===== config.mk =====
export PLATFORM = sky130hd
export DESIGN_NAME = ahb_lite_master
export DESIGN_NICKNAME = d
export VERILOG_FILES = /design/src/rtl/ahb_lite_master_pkg.sv /design/src/rtl/ahb_size_lane.sv /design/src/rtl/ahb_lite_master.sv
export SDC_FILE = /design/constraint.sdc
export NUM_CORES = 1
export LEC_CHECK = 0
export BUFFER_PORTS_ARGS = -buffer_cell sky130_fd_sc_hd__buf_2
export CORE_MARGIN = 1.5
export CORE_UTILIZATION = 52
export CTS_BUF_LIST = sky130_fd_sc_hd__clkbuf_4 sky130_fd_sc_hd__clkbuf_8
export DETAILED_ROUTE_END_ITERATION = 8
export PLACE_DENSITY = 0.82
export SYNTH_ARGS = -nofsm -noshare
export SYNTH_HDL_FRONTEND = slang
export SYNTH_SLANG_ARGS = --single-unit

===== constraint.sdc =====
create_clock -name HCLK -period 2.1 [get_ports HCLK]
set_input_delay 0.105 -clock HCLK [delete_from_list [all_inputs] [get_ports HCLK]]
set_output_delay 0.105 -clock HCLK [all_outputs]
set_load 0.005 [all_outputs]

===== src/rtl/ahb_lite_master_pkg.sv =====
// Shared AHB-Lite encodings and the slot records used by the command-to-bus master.
package ahb_lite_master_pkg;

   typedef enum logic [1:0] {
      HTRANS_IDLE   = 2'b00,
      HTRANS_BUSY   = 2'b01,
      HTRANS_NONSEQ = 2'b10,
      HTRANS_SEQ    = 2'b11
   } htrans_e;

   typedef enum logic [2:0] {
      HSIZE_BYTE = 3'b000,
      HSIZE_HALF = 3'b001,
      HSIZE_WORD = 3'b010
   } hsize_e;

   // Address-phase slot: err marks a misaligned command that never reaches the bus.
   typedef struct packed {
      logic [31:0] addr;
      logic        write;
      logic [2:0]  size;
      logic [31:0] wdata;
      logic        err;
   } ap_slot_t;

   typedef struct packed {
      logic        write;
      logic        err;
      logic [31:0] wdata;
   } dp_slot_t;

endpackage


===== src/rtl/ahb_size_lane.sv =====
// Combinational alignment check and write-lane replication for one incoming command.
module ahb_size_lane
   import ahb_lite_master_pkg::*;
(
   input  logic [1:0]  addr_lo,
   input  logic [2:0]  size,
   input  logic [31:0] wdata,
   output logic        misaligned,
   output logic [31:0] wdata_lanes
);

   always_comb begin
      misaligned  = 1'b0;
      wdata_lanes = wdata;
      case (size)
         HSIZE_BYTE: wdata_lanes = {4{wdata[7:0]}};
         HSIZE_HALF: begin
            misaligned  = addr_lo[0];
            wdata_lanes = {2{wdata[15:0]}};
         end
         HSIZE_WORD: misaligned = |addr_lo;
         default:    misaligned = 1'b1;
      endcase
   end

endmodule


===== src/rtl/ahb_lite_master.sv =====
// Single-outstanding-command AHB-Lite master with one address-phase and one data-phase slot.
// Define AHB_MASTER_PIPE_EN to let a new address phase overlap the previous data phase.
module ahb_lite_master
   import ahb_lite_master_pkg::*;
#(
   parameter int STALL_W = 16
) (
   input  logic               HCLK,
   input  logic               HRESETn,
   input  logic               CMD_VALID,
   output logic               CMD_READY,
   input  logic [31:0]        CMD_ADDR,
   input  logic               CMD_WRITE,
   input  logic [2:0]         CMD_SIZE,
   input  logic [31:0]        CMD_WDATA,
   output logic               RSP_VALID,
   output logic [31:0]        RSP_RDATA,
   output logic               RSP_ERR,
   output logic [31:0]        HADDR,
   output logic [1:0]         HTRANS,
   output logic [2:0]         HSIZE,
   output logic               HWRITE,
   output logic [31:0]        HWDATA,
   input  logic [31:0]        HRDATA,
   input  logic               HREADY,
   output logic [STALL_W-1:0] STALL_CNT
);

   localparam logic [STALL_W-1:0] STALL_ONE = {{(STALL_W-1){1'b0}}, 1'b1};

   ap_slot_t            ap_q, ap_d;
   logic                ap_valid_q, ap_valid_d;
   dp_slot_t            dp_q, dp_d;
   logic                dp_valid_q, dp_valid_d;
   logic                rsp_valid_q, rsp_valid_d;
   logic                rsp_err_q, rsp_err_d;
   logic [31:0]         rsp_rdata_q, rsp_rdata_d;
   logic [STALL_W-1:0]  stall_cnt_q, stall_cnt_d;

   logic                cmd_misaligned;
   logic [31:0]         cmd_wdata_lanes;
   logic                cmd_fire;
   logic                ap_advance;
   logic                dp_complete;

   ahb_size_lane u_size_lane (
      .addr_lo     (CMD_ADDR[1:0]),
      .size        (CMD_SIZE),
      .wdata       (CMD_WDATA),
      .misaligned  (cmd_misaligned),
      .wdata_lanes (cmd_wdata_lanes)
   );

   // Readiness looks only at slot state and HREADY, never at the command inputs.
`ifdef AHB_MASTER_PIPE_EN
   assign CMD_READY = HRESETn & (~ap_valid_q | HREADY);
`else
   assign CMD_READY = HRESETn & ~ap_valid_q & ~dp_valid_q;
`endif

   assign cmd_fire    = CMD_VALID & CMD_READY;
   assign ap_advance  = ap_valid_q & HREADY;
   assign dp_complete = dp_valid_q & HREADY;

   always_comb begin
      ap_valid_d  = ap_valid_q;
      ap_d        = ap_q;
      dp_valid_d  = dp_valid_q;
      dp_d        = dp_q;
      rsp_valid_d = 1'b0;
      rsp_err_d   = rsp_err_q;
      rsp_rdata_d = rsp_rdata_q;
      stall_cnt_d = stall_cnt_q;

      if (dp_complete) begin
         dp_valid_d  = 1'b0;
         rsp_valid_d = 1'b1;
         rsp_err_d   = dp_q.err;
         rsp_rdata_d = (dp_q.write | dp_q.err) ? 32'h0 : HRDATA;
      end

      // HREADY high also retires any data phase, so DP is always free when AP moves.
      if (ap_advance) begin
         ap_valid_d = 1'b0;
         dp_valid_d = 1'b1;
         dp_d.write = ap_q.write;
         dp_d.err   = ap_q.err;
         if (ap_q.write & ~ap_q.err) begin
            dp_d.wdata = ap_q.wdata;
         end
      end

      if (cmd_fire) begin
         ap_valid_d = 1'b1;
         ap_d.addr  = CMD_ADDR;
         ap_d.write = CMD_WRITE;
         ap_d.size  = CMD_SIZE;
         ap_d.wdata = cmd_wdata_lanes;
         ap_d.err   = cmd_misaligned;
      end

      if (dp_valid_q & ~HREADY & ~(&stall_cnt_q)) begin
         stall_cnt_d = stall_cnt_q + STALL_ONE;
      end
   end

   always_ff @(posedge HCLK or negedge HRESETn) begin
      if (!HRESETn) begin
         ap_valid_q  <= 1'b0;
         ap_q        <= '0;
         dp_valid_q  <= 1'b0;
         dp_q        <= '0;
         rsp_valid_q <= 1'b0;
         rsp_err_q   <= 1'b0;
         rsp_rdata_q <= 32'h0;
         stall_cnt_q <= '0;
      end else begin
         ap_valid_q  <= ap_valid_d;
         ap_q        <= ap_d;
         dp_valid_q  <= dp_valid_d;
         dp_q        <= dp_d;
         rsp_valid_q <= rsp_valid_d;
         rsp_err_q   <= rsp_err_d;
         rsp_rdata_q <= rsp_rdata_d;
         stall_cnt_q <= stall_cnt_d;
      end
   end

   // Misaligned commands occupy AP but present IDLE so the slave never sees them.
   assign HTRANS    = (ap_valid_q & ~ap_q.err) ? HTRANS_NONSEQ : HTRANS_IDLE;
   assign HADDR     = ap_q.addr;
   assign HSIZE     = ap_q.size;
   assign HWRITE    = ap_q.write;
   assign HWDATA    = dp_q.wdata;
   assign RSP_VALID = rsp_valid_q;
   assign RSP_RDATA = rsp_rdata_q;
   assign RSP_ERR   = rsp_err_q;
   assign STALL_CNT = stall_cnt_q;

endmodule


==> summary.md <==
| Metric | Value |
|---|---|
| DIE WIDTH | 117.1 um |
| Synth Instances | 619 |
| Global-route wire length before repair | 26640 um |
| TritonCTS clock tree | built |
| Seq/Total Area, Yosys | 0.5729 |
| Maximum clock rate | 0.5688 GHz |
| Mapped cell area | 6770 sq um |
| DP Wirelength | 9872 um |
| Synth Area per Inst | 10.94 sq um |
| Final std cells w/o fill | 1051 |
| Switching Power | 0.002711 W |
| Worst-margin pin slew | 858.9 ps |
| Synth area leaders | dfrtp_1 57%, nand2_1 9.5%, buf_4 7.5% |
| CTS max path bufs | 2 |
| CTS Sinks | 155 |
| Relative slew margins | 0.4274 |
| H-tree levels | 4 |
| Final period utilization | 0.8372 |
| 1st-pass router iterations | 4 |
| Antenna violations before repair | 0 |
| RePlAce Congestion | 0.8370 |
| Clock slew at reported path FFs | 80 ps |
| Timing startpoint of the critical path | STALL_CNT[0]$_DFFE_PN0P_ |
| DRT iter0 DRCs | 333 |
| Placed cells | 927 |
| Min Hold Slack | 28.09 ps |
| Unrepaired setup endpoints after global routing | false |
| Peak supply drop | 517.1 uV |
| Worst r2r src | STALL_CNT[0]$_DFFE_PN0P_ |
| Setup crit start kind | flip-flop |
| Clock share of power | 0.245 |
| Async SR Flop Fraction | 1.000 |
| YS warnings | 0 |
| Worst path arrival time | 2080 ps |
| Seq pwr share | 0.494 |
| GR Overflow Total | 0 |
| CP required | 2420 ps |
| Fin nets | 974 |
| Ys flop type | dfrtp_1 |
| Seq cells post-synth | 155 |
| Int Pwr | 0.006533 W |
| Die ar. | 13710 sq um |
| Global Route Usage Sum | 0.2556 |
| CTS Root Cell | clkbuf_8 |
| Final Slew Violations | 0 |
| Post-CTS Hold Fix Bufs | 95 |
| Routed via count | 5320 |
| Switching Share | 0.2933 |
| # setup viols final | 0 |
| DRT Wirelength | 17130 um |
| Die Ht | 117.1 um |
| Antenna Diode Count | 0 |
| I/O pin count | 225 |
| Status | completed |
| DR vias/cell | 5.062 |
| Min cycle time layout | 1758 ps |
| Crit end category | flip-flop |
| Num CTS Buffers | 17 |
| Commonest cells in the synthesized netlist | 171 x nand2_1, 155 x dfrtp_1, 68 x buf_4 |
| Worst-Skew Late Latency | 430 ps |
| Share of cells above drive strength 1 | 0.3527 |
| Post-layout util | 0.7037 |
| Post-synth EDFFs | 0 |
| Unique masters post-synth | 44 |
| Setup bufs post-CTS | 0 |
| Placeable Area | 12670 sq um |
| Largest net degree at the start of global routing | 156 |
| Post_cts resized | 0 |
| Yosys top cell by area | dfrtp_1 |
| Routed length per instance | 16.30 um |
| PD cells | 1037 nW/um^2 |
| Critical path class | flip-flop to flip-flop |
| FP Rows | 41 |
| Top-area cell type share of the netlist area | 0.5729 |
| Syn nets | 724 |
| MaxCap Viol Count | 0 |
| Starting Density | 0.5343 |
| Most frequent cell after synthesis | nand2_1 |
| Final TNS setup | 0 ps |
| Hold Violations, Final | 0 |
| Post-Route Skew | 10.30 ps |
| Comb pwr share | 0.261 |
| Worst Path Max Fanout | 7 |
| Vias in the first global route | 5474 |
| IO buf count | 223 |
| HP Start | CMD_WDATA[28] |
| Leakage | 4.806 nW |
| ANT nets after route | 0 |
| Hold Crit Class | input port to flip-flop |
| Final routed DRC violation total | 0 |
| Area delta synth->final | 31.69% |
state kept, by name, summed over array words and instances (netlist names):
signal / count
ap_q: 33
HADDR: 32
HWDATA: 32
RSP_RDATA: 32
STALL_CNT: 16
HSIZE: 3
dp_q: 2
HWRITE: 1
RSP_ERR: 1
RSP_VALID: 1
ap_valid_q: 1
dp_valid_q: 1
cell families (layout without fill, tap and decap cells):
kind of cell,count (synthesis),in the layout,share of synthesized area
simple gates,209,209,0.1349
flops,155,155,0.5729
buf+inv,100,360,0.09758
compound gates,80,80,0.07928
mux,62,62,0.09869
xor+xnor,11,11,0.01423
fa+ha+maj,1,1,0.001848
other cells,1,1,0.0005539
placed cells by master (no fill, tap or decap), drive strengths merged, types with 2 or more instances in the layout:
cell / Yosys / layout
a21oi: 8 / 8
nor2: 6 / 6
mux2i: 24 / 24
nor3: 4 / 4
a22o: 32 / 32
clkbuf: 10 / 21
xnor2: 2 / 2
nand2: 172 / 172
clkinv: 0 / 3
xor2: 9 / 9
dfrtp: 155 / 155
o31ai: 2 / 2
mux2: 38 / 38
nor3b: 3 / 3
and3: 2 / 2
and2: 2 / 2
clkinvlp: 0 / 2
nor4: 2 / 2
inv: 3 / 3
buf: 87 / 233
nand4: 8 / 8
dlygate4sd3: 0 / 95
nand3: 4 / 4
bufinv: 0 / 3
o21ai: 34 / 34
worst paths after layout:
path,end,slack [ps],depth (start not counted)
worst min-delay path,ap_q[29]$_DFFE_PN0P_,30,3
min in group asynchronous,HWDATA[17]$_DFFE_PN0P_,350,3
worst max-delay path,STALL_CNT[1]$_DFFE_PN0P_,340,5
worst min register to register,ap_q[7]$_DFFE_PN0P_,470,2
max in group asynchronous,STALL_CNT[10]$_DFFE_PN0P_,1070,3
worst max register to register,STALL_CNT[1]$_DFFE_PN0P_,340,5
power groups by stage:
stage	registers, W	clock network, W	logic (W)
3_5_place_dp	0.00457	0	0.00226
5_1_grt	0.00469	0.00245	0.00271
4_1_cts	0.00454	0.00231	0.00240
3_3_place_gp	0.00454	0	0.00219
2_1_floorplan	0.00448	0	0.00175
6_report	0.00457	0.00226	0.00242
critical path, stage by stage, from the launching register on:
cell	delay (ps)
dfrtp_1	450
ha_1	240
nand3_1	150
nor3_1	290
a21bo_2	200
mux2_1	310
final cells by class:
class / instances / area, sq um
clock inverter: 8 / 120.1
multi-input combinational: 364 / 2241
tap: 172 / 215.2
fill: 877 / 3755
inverter: 3 / 11.26
timing repair buffer: 328 / 2173
clock buffer: 21 / 276.5
sequential: 155 / 3879
routing by layer:
metal / vias to the layer above / track usage / part of all wire
met4: 0 / 0.1406 / 0.040
li1: 2501 / - / -
met5: - / 0 / 0
met3: 54 / 0.05716 / 0.059
met1: 2521 / 0.2983 / 0.40
met2: 244 / 0.4398 / 0.50
through the flow:
stage / setup slack (ps) / area, sq um / power, W
after floorplan: 470.5 / 6770 / 0.006234
after global placement: 416.3 / 7569 / 0.006729
after detailed placement: 355.4 / 7569 / 0.006823
after CTS: 343.9 / 8916 / 0.009245
after global routing: 190.9 / 8916 / 0.009860
final: 341.8 / 8916 / 0.009244
Power figures use the tool's default switching activity.
